### config.mk
export PLATFORM = sky130hd
export DESIGN_NAME = taiga_fifo_writer
export DESIGN_NICKNAME = d
export VERILOG_FILES = /design/src/rtl/taiga_fifo_writer.sv
export SDC_FILE = /design/constraint.sdc
export NUM_CORES = 1
export LEC_CHECK = 0
export CAP_MARGIN = 5
export CORE_ASPECT_RATIO = 0.8
export CORE_UTILIZATION = 25
export DETAILED_ROUTE_END_ITERATION = 6
export MAX_ROUTING_LAYER = met4
export PLACE_DENSITY_LB_ADDON = 0.1
export SLEW_MARGIN = 20
export SYNTH_ARGS = -nofsm -noshare
export SYNTH_HDL_FRONTEND = slang
export SYNTH_SLANG_ARGS = --single-unit
### constraint.sdc
create_clock -name clk -period 4.91 [get_ports clk]
set_input_delay 0.7365 -clock clk [delete_from_list [all_inputs] [get_ports clk]]
set_output_delay 0.7365 -clock clk [all_outputs]
set_load 0.05 [all_outputs]
### src/rtl/taiga_fifo_writer.sv
// Producer-side enqueue controller: turns a valid/ready stream into push/potential_push/data_in for a FIFO without overflow protection.
// Optional occupancy checking (err_sticky output plus assertions) is enabled by defining TAIGA_FIFO_WRITER_CHECK_EN.
module taiga_fifo_writer #(
    parameter int DATA_WIDTH = 70,
    parameter int FIFO_DEPTH = 4,
    localparam int CW        = $clog2(FIFO_DEPTH + 1)
) (
    input  logic                  clk,
    input  logic                  rst,
    input  logic                  in_valid,
    output logic                  in_ready,
    input  logic [DATA_WIDTH-1:0] in_data,
    output logic                  fifo_push,
    output logic                  fifo_potential_push,
    output logic [DATA_WIDTH-1:0] fifo_data_in,
    input  logic                  fifo_pop,
    output logic [CW-1:0]         credits,
    output logic                  fifo_full
`ifdef TAIGA_FIFO_WRITER_CHECK_EN
    ,
    output logic                  err_sticky
`endif
);

    localparam int CW1 = CW + 1;
    localparam logic [CW1-1:0] DEPTH_W = CW1'(FIFO_DEPTH);

    logic                  skid_valid_q, skid_valid_d;
    logic [DATA_WIDTH-1:0] skid_data_q, skid_data_d;
    logic                  in_ready_q;
    logic [CW-1:0]         credits_q, credits_d;
    logic [CW1-1:0]        credit_sum;
    logic                  accept;
    logic                  cand_valid;
    logic [DATA_WIDTH-1:0] cand_data;
    logic                  can_push;
    logic                  push;

    // A pop in the same cycle frees a slot, so push may proceed even at zero credits.
    always_comb begin
        accept       = in_valid & in_ready_q;
        cand_valid   = skid_valid_q | accept;
        cand_data    = skid_valid_q ? skid_data_q : in_data;
        can_push     = (credits_q != '0) | fifo_pop;
        push         = cand_valid & can_push;

        skid_valid_d = skid_valid_q;
        skid_data_d  = skid_data_q;
        if (accept && !push) begin
            skid_valid_d = 1'b1;
            skid_data_d  = in_data;
        end else if (skid_valid_q && push) begin
            skid_valid_d = 1'b0;
        end

        credit_sum = {1'b0, credits_q} - CW1'(push) + CW1'(fifo_pop);
        if (credit_sum > DEPTH_W) begin
            credits_d = CW'(FIFO_DEPTH);
        end else begin
            credits_d = credit_sum[CW-1:0];
        end
    end

    always_ff @(posedge clk or posedge rst) begin
        if (rst) begin
            skid_valid_q <= 1'b0;
            in_ready_q   <= 1'b1;
            credits_q    <= CW'(FIFO_DEPTH);
        end else begin
            skid_valid_q <= skid_valid_d;
            in_ready_q   <= ~skid_valid_d;
            credits_q    <= credits_d;
        end
    end

    // Payload storage needs no reset; skid_valid_q qualifies it.
    always_ff @(posedge clk) begin
        skid_data_q <= skid_data_d;
    end

    assign in_ready            = in_ready_q;
    assign fifo_push           = push;
    assign fifo_potential_push = cand_valid;
    assign fifo_data_in        = cand_data;
    assign credits             = credits_q;
    assign fifo_full           = (credits_q == '0);

`ifdef TAIGA_FIFO_WRITER_CHECK_EN
    logic err_q;

    always_ff @(posedge clk or posedge rst) begin
        if (rst) begin
            err_q <= 1'b0;
        end else if (fifo_pop && (credits_q == CW'(FIFO_DEPTH))) begin
            err_q <= 1'b1;
        end
    end

    assign err_sticky = err_q;

    a_no_overflow_push: assert property (@(posedge clk) disable iff (rst)
        !(push && (credits_q == '0) && !fifo_pop));

    a_in_data_stable: assert property (@(posedge clk) disable iff (rst)
        (in_valid && !in_ready_q) |=> $stable(in_data));
`endif

endmodule

==> impl_metrics.csv, run 1 <==
group,metric,value,unit
synthesis,ys_types,21,
power,ir_worst_vdd,0.000190,V
sta,fmax,302,MHz
sta,clock_skew,6.52,ps
global_routing,grt_overflow,0,
sta,grt_setup_unrepaired,"no",
synthesis,synth-seq-cells,75,
placement,dp_slack,1490,ps
synthesis,synth_top_cell_area_share,64.3,%
synthesis,synth_top_area_cell,"edfxtp_1",
setup_path,reg2reg_from,"skid_valid_q$_DFF_PP0_",
detailed_routing,drc_errors,0,
cts,clk_pin_slew,60,ps
floorplanning,die_y,104,µm
cts,cts_resized,0,
setup_path,critical_path_class,"reg2out",
synthesis,netlist_top_cells_area,"edfxtp_1 64%, mux2_2 24%, dfrtp_1 2.3%",
cts,clock-sinks,75,
global_routing,grt_util_met1,15.0,%
final_layout,stdcell_count,513,
global_routing,top_usage_layer,"met2",
sta,finalCriticalPeriod,3310,ps
final_layout,diodes,0,
setup_path,crit_path_end_kind,"output port",
sta,maxSlewHeadroom,37.9,%
cts,ctsLongestPathBuffers,2,
global_routing,grtUsageMet3,5.30,%
sta,setup_ws,1600,ps
detailed_routing,wl_per_cell,14.9,µm
synthesis,seq_area_frac_synth,68.2,%
synthesis,syn_area_per_cell,18.0,µm²
global_routing,grt_max_degree,71,
cts,clock_latency,330,ps
floorplanning,start_util,26.2,%
cts,htreeDepth,3,
final_layout,areaGrowthSynthToFinish,60.8,%
sta,setup_viol,0,
floorplanning,io_pins,151,
floorplanning,coreArea,12500,µm²
floorplanning,die_w,130,µm
cts,root_buffer,"clkbuf_16",
final_layout,final_nets,416,
synthesis,syn_area,3270,µm²
placement,dp_hpwl,5110,µm
detailed_routing,firstDrtPassIters,4,
synthesis,syn_inst,182,
min_path,worstHoldPathType,"in2async",
synthesis,synth_warnings,0,
power,leakagePower,1.80,nW
placement,port_buffers,150,
setup_path,worst_ep_required_time,4170,ps
final_layout,utilization,42.1,%
cts,cts_buffers,9,
flow_run,cap_viol_max_count,0,
cts,post-cts-setup-buffer-count,0,
cts,cts_tree,"yes",
sta,finalMaxSlewViolations,0,
setup_path,startpoint,"skid_valid_q$_DFF_PP0_",
global_routing,grt_pass1_vias,2193,
setup_path,worst_setup_path_start_kind,"flop",
final_layout,final_area,5260,µm²
global_routing,met2_usage,16.0,%
sta,fin_crit_sh,67.5,%
power,power_density,422,nW/µm²
placement,dpl_cell_area,4970,µm²
detailed_routing,drt_iter0_markers,157,
outcome,status,"completed",
setup_path,cp_data_arrival_time,2580,ps
sta,setup_tns,0,ps
detailed_routing,avgViaCountPerCell,4.21,
detailed_routing,vias,2159,
global_routing,antenna_found_initial,0,
floorplanning,dieArea,13500,µm²
global_routing,track_usage,11.8,%
final_layout,drive_above_1_share,26.9,%
floorplanning,num_rows,36,
setup_path,path_max_fanout,43,
sta,hold_viol_final,0,
global_routing,grt_pass1_wl,11400,µm
synthesis,syn-num-nets,261,
sta,tightest_slew,932,ps
placement,globalplace.congestion,0.706,
cts,cts_hold_buffers,0,
detailed_routing,ant_nets,0,
placement,dp_cells,497,
detailed_routing,wl,7630,µm
-- per-stage QoR --
| step | hold slack [ps] | power, W |
|---|---|---|
| 2_1_floorplan | 514 | 0.00133 |
| 3_3_place_gp | 661 | 0.00160 |
| 3_5_place_dp | 642 | 0.00160 |
| 4_1_cts | 608 | 0.00226 |
| 5_1_grt | 631 | 0.00232 |
| 6_report | 611 | 0.00222 |
-- cell type report --
type / count / area (µm²)
multi-input cells: 90 / 967
flip-flops and latches: 75 / 2230
fillers: 1193 / 7220
inverters: 9 / 33.8
well taps: 171 / 214
repair buffers: 152 / 1530
clock inverters: 7 / 58.8
clock buffers: 9 / 225
-- worst max-delay path: stages, from the launching register on --
cell             delay (ps)
dfrtp_2                 810
buf_12                  340
mux2_2                  370
clkdlybuf4s50_1         720
-- cells in the mapped netlist, drive strengths merged --
cell type  count
nor2           2
and2           1
mux2          70
a211oi         1
nand3          1
nor4           1
fa             1
dfstp          2
nor4b          1
o21ba          1
buf            8
inv            9
xnor2          1
and3           2
o21a           1
ha             4
nor3           1
a21oi          2
dfrtp          3
edfxtp        70
-- flip-flops by register name (all words and copies together), names as in the netlist --
register      cells
skid_valid_q      1
credits           3
in_ready          1
skid_data_q      70
-- placed cells by master, fill, tap and decap left out, drive strengths merged, types with 3 or more instances in the layout --
cell type / count
dfrtp: 3
clkbuf: 9
inv: 9
ha: 4
mux2: 70
edfxtp: 70
clkdlybuf4s50: 150
clkinv: 5
-- path summary, 6_finish.rpt --
kind                                           to  slack (ps)  depth (start not counted)
setup reg to reg             credits[1]$_DFF_PP0_        2150                         10
max in group asynchronous    credits[2]$_DFF_PP1_        4050                          2
setup / recovery                 fifo_data_in[36]        1600                          3
min in group clk             credits[2]$_DFF_PP1_         670                          3
hold / removal             skid_valid_q$_DFF_PP0_         610                          2
hold reg to reg              credits[2]$_DFF_PP1_         670                          3
-- cells by family after synthesis --
family / after synthesis / synth area share (%)
adder cells (fa/ha/maj): 5 / 2.14
multiplexers: 70 / 24.1
AND/OR/NAND/NOR: 9 / 1.80
flip-flops: 75 / 68.2
AO/OA/AOI/OAI: 5 / 1.22
buffers and inverters: 17 / 2.26
XOR/XNOR: 1 / 0.268
-- per-layer routing --
metal  wire length (µm)  part of all wire [%]
met1               3570                    47
met4                117                   1.5
met3                710                   9.3
met2               3230                    42
met5                  0                     0
-- report_power, final --
part           switching, W  internal (W)  leakage [nW]
clock              0.000252      0.000386         0.138
combinational      0.000471      0.000312         0.967
sequential        0.0000326      0.000768         0.694
total              0.000756       0.00147          1.80
Power figures use the tool's default switching activity.
==> run 2, diff against run 1 <==
==> constraint.sdc (replaced) <==
create_clock -name clk -period 3 [get_ports clk]
set_input_delay 0.45 -clock clk [delete_from_list [all_inputs] [get_ports clk]]
set_output_delay 0.45 -clock clk [all_outputs]
set_load 0.05 [all_outputs]
==> impl_metrics.csv, run 2 (same netlist as run 1, synthesis figures left out) <==
group,metric,value,unit
setup_path,critical_path_class,"in2reg",
floorplanning,num_rows,36,
sta,clock_skew,8.64,ps
global_routing,grt_overflow,0,
placement,port_buffers,150,
detailed_routing,firstDrtPassIters,4,
cts,clock_latency,330,ps
final_layout,largest_register_ffs,70,
detailed_routing,met1Wirelength,3570,µm
final_layout,final_nets,418,
detailed_routing,drc_errors,0,
sta,fmax,367,MHz
setup_path,cp_data_arrival_time,2990,ps
setup_path,slowest_stage,"clkdlybuf4s50_1",
power,leakagePower,1.80,nW
power,ir_worst_vdd,0.000288,V
final_layout,areaGrowthSynthToFinish,60.7,%
setup_path,max_stage_delay,440,ps
global_routing,antenna_found_initial,0,
sta,maxSlewHeadroom,63.8,%
detailed_routing,drt_iter0_markers,81,
setup_path,worst_setup_path_start_kind,"input pin",
global_routing,grt_max_degree,71,
final_layout,stdcell_count,514,
final_layout,mostFrequentLayoutCell,"clkdlybuf4s50_1",
setup_path,critPathTopFamily,"adder cells",
cts,post-cts-setup-buffer-count,0,
detailed_routing,routed.top_layer,"met4",
final_layout,diodes,0,
final_layout,drive_above_1_share,27.1,%
floorplanning,io_pins,151,
placement,dp_hpwl,5170,µm
sta,finalCriticalPeriod,2730,ps
placement,globalplace.congestion,0.713,
final_layout,largest_register,"skid_data_q",
setup_path,crit_path_end_kind,"flop",
final_layout,final_cell_mix,"150 x clkdlybuf4s50_1, 70 x mux2_2, 70 x edfxtp_1, 9 x inv_1, 9 x clkbuf_16",
cts,cts_buffers,9,
sta,fin_crit_sh,90.9,%
cts,clk_pin_slew,50,ps
detailed_routing,vias,2138,
floorplanning,die_w,130,µm
global_routing,grt_pass1_wl,11700,µm
detailed_routing,wl_per_cell,14.8,µm
sta,finalMaxSlewViolations,0,
setup_path,worst_ep_required_time,3260,ps
sta,grt_setup_unrepaired,"no",
sta,hold_viol_final,0,
flow_run,cap_viol_max_count,0,
floorplanning,start_util,26.2,%
detailed_routing,route.met3.wl,739,µm
setup_path,worst-path-buf-inv,4,
global_routing,grt_pass1_vias,2273,
placement,dp_cells,499,
power,power_density,672,nW/µm²
cts,clock-sinks,75,
detailed_routing,ant_nets,0,
outcome,status,"completed",
floorplanning,coreArea,12500,µm²
detailed_routing,wl_met2,3230,µm
sta,setup_viol,0,
cts,cts_hold_buffers,0,
sta,tightest_slew,541,ps
floorplanning,dieArea,13500,µm²
cts,ctsLongestPathBuffers,2,
min_path,worstHoldPathType,"in2async",
global_routing,track_usage,12.0,%
final_layout,utilization,42.1,%
cts,cts_resized,0,
cts,root_buffer,"clkbuf_16",
cts,htreeDepth,3,
floorplanning,die_y,104,µm
setup_path,path_max_fanout,3,
setup_path,crit_chain,"clkdlybuf4s50_1 > nor4_1 > buf_4 > nor2_2 > ha_1 > inv_1 > ha_1 > inv_1 > fa_1 > xnor2_1 > nor4b_2 > o21ba_1",
detailed_routing,avgViaCountPerCell,4.16,
cts,cts_tree,"yes",
detailed_routing,wl,7610,µm
[run 2: worst paths after layout]
path	from	slack, ps	end	cells after the start
setup / recovery	fifo_pop	270	credits[1]$_DFF_PP0_	12
max in group asynchronous	rst	2430	credits[2]$_DFF_PP1_	2
hold reg to reg	credits[2]$_DFF_PP1_	680	credits[2]$_DFF_PP1_	3
setup reg to reg	credits[1]$_DFF_PP0_	380	credits[1]$_DFF_PP0_	11
hold / removal	rst	330	skid_valid_q$_DFF_PP0_	2
min in group clk	credits[2]$_DFF_PP1_	680	credits[2]$_DFF_PP1_	3
[run 2: final cells by class]
class                   instances  area [µm²]
clock buffers                  10         229
clock inverters                 5        21.3
fillers                      1140        7220
inverters                       9        33.8
multi-input cells              90         970
flip-flops and latches         75        2230
well taps                     171         214
repair buffers                154        1560
[run 2: worst register-to-register path: cells and delay by family, from the launching register on]
family	cells	cell delay, ps
buffers and inverters	3	290
adders and majority gates	3	830
DFF	1	460
and+or+nand+nor	3	660
xor gates and xnor gates	1	170
AOI/OAI and AO/OA	1	150
[run 2: metrics by stage]
stage	TNS, ps	hold slack [ps]	area (µm²)	total power (W)	setup slack [ps]
final	0	330	5260	0.00353	272
after global routing	0	344	5260	0.00369	140
after CTS	0	322	5260	0.00359	265
after detailed placement	-170	678	5000	0.00263	-77.2
after global placement	0	658	5000	0.00263	32.0
after floorplan	0	227	3270	0.00217	62.8
[run 2: where the power goes]
part,switching (W),leakage [nW],internal (W)
registers,0.0000384,0.694,0.00126
logic,0.000786,0.981,0.000519
clock network,0.000389,0.125,0.000544
[run 2: layer usage]
metal / vias to the layer above / global-route usage (%)
met4: 0 / 4.98
met5: - / -
met1: 1016 / 14.5
met3: 5 / 5.71
met2: 102 / 16.9
li1: 1015 / -
